### src/rtl/mem_port_arbiter.sv
// mem_port_arbiter: shares one memory port between instruction fetch
// and MEM-stage loads/stores, with round-robin tie breaking.
module mem_port_arbiter #(
  parameter int unsigned MEM_LAT = 2
) (
  input  logic        clk,
  input  logic        rst,
  input  logic        if_req,
  input  logic [31:0] if_addr,
  output logic [31:0] if_rdata,
  output logic        if_ready,
  input  logic        d_req,
  input  logic        d_we,
  input  logic [31:0] d_addr,
  input  logic [31:0] d_wdata,
  input  logic [2:0]  d_u_b_h_w,
  output logic [31:0] d_rdata,
  output logic        d_ready,
  output logic        mem_en,
  output logic        mem_we,
  output logic [31:0] mem_addr,
  output logic [31:0] mem_wdata,
  output logic [2:0]  mem_u_b_h_w,
  input  logic [31:0] mem_rdata,
  output logic        stall_if,
  output logic        stall_mem,
  output logic        busy
);

  localparam logic [1:0] S_IDLE = 2'd0;
  localparam logic [1:0] S_BUSY = 2'd1;
  localparam logic [1:0] S_DONE = 2'd2;

  localparam logic OWN_IF = 1'b0;
  localparam logic OWN_D  = 1'b1;

  localparam logic [3:0] LAT = 4'(MEM_LAT);

  logic [1:0] state;
  logic       owner;
  logic       last_grant;
  logic [3:0] cnt;
  logic       gnt_any;
  logic       gnt_d;

  // Ties go to whichever side was not served last.
  always_comb begin
    gnt_d = 1'b0;
    unique case (1'b1)
      d_req && !if_req: gnt_d = 1'b1;
      if_req && !d_req: gnt_d = 1'b0;
      default:          gnt_d = (last_grant == OWN_IF);
    endcase
  end

  assign gnt_any = (state == S_IDLE) && (if_req || d_req);

  always_ff @(posedge clk or posedge rst) begin
    if (rst) begin
      state       <= S_IDLE;
      owner       <= OWN_IF;
      last_grant  <= OWN_IF;
      cnt         <= '0;
      mem_en      <= 1'b0;
      mem_we      <= 1'b0;
      mem_addr    <= '0;
      mem_wdata   <= '0;
      mem_u_b_h_w <= '0;
      if_rdata    <= '0;
      d_rdata     <= '0;
      if_ready    <= 1'b0;
      d_ready     <= 1'b0;
    end else begin
      unique case (state)
        S_IDLE: begin
          if (gnt_any) begin
            state      <= S_BUSY;
            owner      <= gnt_d;
            last_grant <= gnt_d;
            cnt        <= LAT;
            mem_en     <= 1'b1;
            if (gnt_d) begin
              mem_we      <= d_we;
              mem_addr    <= d_addr;
              mem_wdata   <= d_wdata;
              mem_u_b_h_w <= d_u_b_h_w;
            end else begin
              mem_we      <= 1'b0;
              mem_addr    <= if_addr;
              mem_u_b_h_w <= 3'b010;
            end
          end
        end
        S_BUSY: begin
          mem_en <= 1'b0;
          if (cnt == 4'd1) begin
            state <= S_DONE;
            if (owner == OWN_D) begin
              d_ready <= 1'b1;
              if (!mem_we)
                d_rdata <= mem_rdata;
            end else begin
              if_ready <= 1'b1;
              if_rdata <= mem_rdata;
            end
          end else begin
            cnt <= cnt - 4'd1;
          end
        end
        S_DONE: begin
          state    <= S_IDLE;
          if_ready <= 1'b0;
          d_ready  <= 1'b0;
          mem_we   <= 1'b0;
        end
        default: state <= S_IDLE;
      endcase
    end
  end

  assign stall_if  = if_req & ~if_ready;
  assign stall_mem = d_req & ~d_ready;
  assign busy      = (state != S_IDLE);

endmodule
### config.mk
export PLATFORM = sky130hd
export DESIGN_NAME = mem_port_arbiter
export DESIGN_NICKNAME = d
export VERILOG_FILES = /design/src/rtl/mem_port_arbiter.sv
export SDC_FILE = /design/constraint.sdc
export NUM_CORES = 1
export LEC_CHECK = 0
export BUFFER_PORTS_ARGS = -buffer_cell sky130_fd_sc_hd__buf_2
export CAP_MARGIN = 0
export CORE_MARGIN = 1.5
export CORE_UTILIZATION = 47
export CTS_CLUSTER_DIAMETER = 80
export CTS_CLUSTER_SIZE = 24
export DETAILED_ROUTE_END_ITERATION = 8
export HOLD_SLACK_MARGIN = 0.08
export PLACE_DENSITY = 0.78
export SETUP_SLACK_MARGIN = 0.1
export SLEW_MARGIN = 20
export SYNTH_ARGS = -nofsm -noshare
export SYNTH_HDL_FRONTEND = slang
export SYNTH_SLANG_ARGS = --single-unit
### constraint.sdc
create_clock -name clk -period 5.9 [get_ports clk]
set_input_delay 0.59 -clock clk [delete_from_list [all_inputs] [get_ports clk]]
set_output_delay 0.59 -clock clk [all_outputs]
set_load 0.01 [all_outputs]
==> PnR_summary.wiki <==
{| class="wikitable"
! Metric !! Value
|-
| Outcome || finished, final reports clean
|-
| Post-DP HPWL || 10500 um
|-
| Core region area || around 13000 um^2
|-
| FF+latch count, synth || between 100 and 150
|-
| Cell accounting for the most synthesized area || dfrtp_1
|-
| Weighted congestion at the end of routability-driven global placement || 0.7706
|-
| Cts hold-fix bufs || 0
|-
| Nature of the critical path startpoint || register
|-
| Count of H-tree levels built during CTS || 4
|-
| Warnings from Yosys || 0
|-
| Number of enable-type register cells in the synthesized netlist || 0
|-
| Area growth from synthesis to layout || 32.44%
|-
| Actual slew at the worst max-slew pin || 0.7953 ns
|-
| Cell area after placement || roughly 7400 um^2
|-
| Number of hold-slack violations in the final timing report || 0
|-
| Final WL || between 10000 and 15000 um
|-
| Count of cell types in the netlist || 34
|-
| Crit-path cells || or3b_4 -> or4b_4 -> mux2_4
|-
| Share of synthesized area spent on multiplexers || 20.16%
|-
| Count of antenna-violating nets left after detailed routing || 0
|-
| Diodes inserted || 0
|-
| Starting Density || approximately 48%
|-
| Die Y || between 100 and 150 um
|-
| Post-CTS Repair Setup Buffers || 0
|-
| Number of sinks handled by clock tree synthesis || 142
|-
| Share of the synthesized area in the top cell type || 59.02%
|-
| Summed negative setup slack over all endpoints || 0 ns
|-
| Number of global-route vias before repair || roughly 4.5k
|-
| GRT Overall Usage || a little over a fifth
|-
| Number of remaining DRC errors || 0
|-
| Simple-gate portion of the synthesized area || under 10%
|-
| Final worst path period need || roughly 2.3 ns
|-
| Max-cap violations || 0
|-
| Port bufs || about 270
|-
| Kind of path behind the tightest hold check || in -> async
|-
| Vias || approximately 4.7k
|-
| Req. time, crit path || slightly above 6 ns
|-
| Total power per unit cell area || about 560 nW/um^2
|-
| Slowest stage cell, crit path || or4b_4
|-
| Worst ir drop on vdd || ~250 uV
|-
| Pin count of the biggest net entering global routing || 90
|-
| Max Clock Freq || between 400 and 500 MHz
|-
| Slew headroom || a little under half
|-
| Maximum cell stage delay along the critical path || 0.80 ns
|-
| Launching point of the worst reg2reg path || state[1]$_DFFE_PP0P_
|-
| Setup crit start || state[1]$_DFFE_PP0P_
|-
| Post-synthesis share of cell area spent on xor and xnor gates || 0%
|-
| Die outline width || approximately 120 um
|-
| Reg2reg path depth || 3
|-
| Placement row count || 41
|-
| Synth Area in Adders || under 10%
|-
| Overall power after layout || approximately 4400 uW
|-
| Proportion of synthesized chip area in sequential cells || a little under 60%
|-
| Cell area after technology mapping || 6021 um^2
|-
| Syn Nets || approximately 600
|-
| End of the worst register-to-register path || d_rdata[6]$_DFFE_PP0P_
|-
| Levels on crit path || 3
|-
| Worst Hold Margin || 0.3220 ns
|-
| Largest family of logic cells by synthesized area || multiplexers
|-
| WL per Instance || 16.12 um
|-
| Number of ports placed on the die boundary || 274
|-
| Post-route design area || 7974 um^2
|-
| Worst-Skew Late Latency || 0.41 ns
|-
| Share of the clock period used by the worst path || 39.03%
|-
| Wire length of the first global-routing pass || between 20000 and 25000 um
|-
| Number of standard cells after synthesis || 462
|-
| Die footprint || 13500 um^2
|-
| Unrepaired setup endpoints after global routing || no
|-
| Worst Clk Skew || ~0.010 ns
|-
| Async set or reset register ratio after synthesis || 100.0%
|-
| Drt first-iter violations || about 370
|-
| Largest cells by area after synthesis || dfrtp_1 59%, mux2_2 12%, mux2_4 7.5%
|-
| Synthesized area divided by synthesized cell count || between 10 and 15 um^2
|-
| Final number of setup-violating endpoints || 0
|-
| Resized cells post-CTS || 0
|-
| CP bufs+invs || 0
|-
| Root buf cell || clkbuf_16
|-
| Critical path's top delay family || simple AND/OR/NAND/NOR gates
|-
| Total grt overflow || 0
|-
| Proportion of layout cells with a drive suffix above 1 || 55.63%
|-
| Top flip-flop cell by instance count after synthesis || dfrtp_1
|-
| Synthesized-area fraction occupied by ao, oa, aoi and oai cells || between 7 and 8%
|-
| Fin nets || just under 900
|-
| Final slew viol count || 0
|-
| Register clock-pin slew on the reported worst setup and hold paths || roughly 0.06 ns
|-
| Worst Path Max Fanout || 32
|-
| Total clock buffers created by CTS || 17
|-
| Worst-case clock buffer depth || 2
|-
| Capturing element of the worst setup path || d_rdata[6]$_DFFE_PP0P_
|-
| Register-to-register setup slack || between 3 and 4 ns
|-
| Type of the setup path with the least slack || reg -> reg
|-
| Number of antenna violations at the first check in global routing || 0
|-
| Vias/cell || approximately 5.2
|-
| Drt pass-1 iters || 5
|-
| Pleak || around 0.004 uW
|-
| Signal arrival time at the worst endpoint || ~2.6 ns
|-
| Worst Setup End Kind || register
|-
| CTS tree || built
|}
==> layer usage <==
layer | part of all wire, % | wire, um | track usage (%)
met5 | 0 | 0 | 0
met4 | 1.6 | 235 | 10.16
met3 | 6.9 | 1013 | 5.501
met2 | 52 | 7648 | 37.57
met1 | 39 | 5760 | 25.32
==> where the power goes <==
| group | internal (uW) | switching, uW | total (uW) |
|---|---|---|---|
| Clock | 566 | 374 | 940 |
| Sequential | 1470 | 293 | 1760 |
| Combinational | 882 | 843 | 1730 |
| Total | 2920 | 1510 | 4430 |
==> final cells by class <==
cell class	instances	area, um^2
clock inverter	7	37.54
sequential	142	3553
inverter	8	35.03
fill	972	4594
multi-input combinational	278	2251
timing repair buffer	277	1396
clock buffer	25	485.5
tap	172	215.2
==> cell usage in the layout (no fill, tap or decap), drive strengths merged, types with 3 or more instances in the layout <==
| cell type | instances |
|---|---|
| buf | 277 |
| dfrtp | 142 |
| mux2 | 96 |
| nor2 | 39 |
| o21ai | 36 |
| a31oi | 33 |
| nand3 | 33 |
| clkbuf | 25 |
| inv | 8 |
| clkinv | 6 |
| ha | 5 |
| nand2b | 5 |
| nor2b | 4 |
| a22o | 3 |
| nand2 | 3 |
==> synthesized netlist by cell type (3+ instances only) <==
master and n:
dfrtp_1 142, mux2_2 65, nor2_1 39, o21ai_0 36
a31oi_1 33, nand3_1 33, mux2_4 30, clkbuf_1 23
inv_1 8, ha_1 5, nand2b_1 5, buf_2 4
buf_6 4, nor2b_1 4, a22o_1 3, buf_12 3
nand2_1 3
==> cells by family (layout without fill, tap and decap cells) <==
| kind of cell | Yosys count | in the layout |
|---|---|---|
| flip-flops | 142 | 142 |
| multiplexers | 98 | 98 |
| AND/OR/NAND/NOR | 94 | 94 |
| AO/OA/AOI/OAI | 81 | 81 |
| buffers and inverters | 42 | 317 |
| adder cells (fa/ha/maj) | 5 | 5 |
==> how the worst min path moves through the flow <==
stage,from,endpoint,depth (start not counted)
global placement,mem_wdata[2]$_DFFE_PP0P_,mem_wdata[2]$_DFFE_PP0P_,1
CTS,rst,mem_wdata[19]$_DFFE_PP0P_,2
finish,rst,mem_wdata[26]$_DFFE_PP0P_,2
floorplan,cnt[3]$_DFFE_PP0P_,cnt[3]$_DFFE_PP0P_,1
detailed placement,mem_wdata[2]$_DFFE_PP0P_,mem_wdata[2]$_DFFE_PP0P_,1
global route,d_wdata[15],mem_wdata[15]$_DFFE_PP0P_,2
==> registers in the layout, summed over array words and instances (netlist names) <==
signal	count
last_grant	1
d_ready	1
mem_en	1
cnt	4
state	2
if_rdata	32
if_ready	1
d_rdata	32
mem_u_b_h_w	3
mem_wdata	32
mem_we	1
mem_addr	32
==> stage by stage <==
stage          instances  setup WS (ns)  utilization, %
2_1_floorplan        462          1.500               -
3_3_place_gp         877          3.126           59.16
3_5_place_dp         877          3.065           59.16
4_1_cts              909          3.500           63.32
5_1_grt              909          3.531           63.44
6_report             909          3.597           63.44
Power figures use the tool's default switching activity.
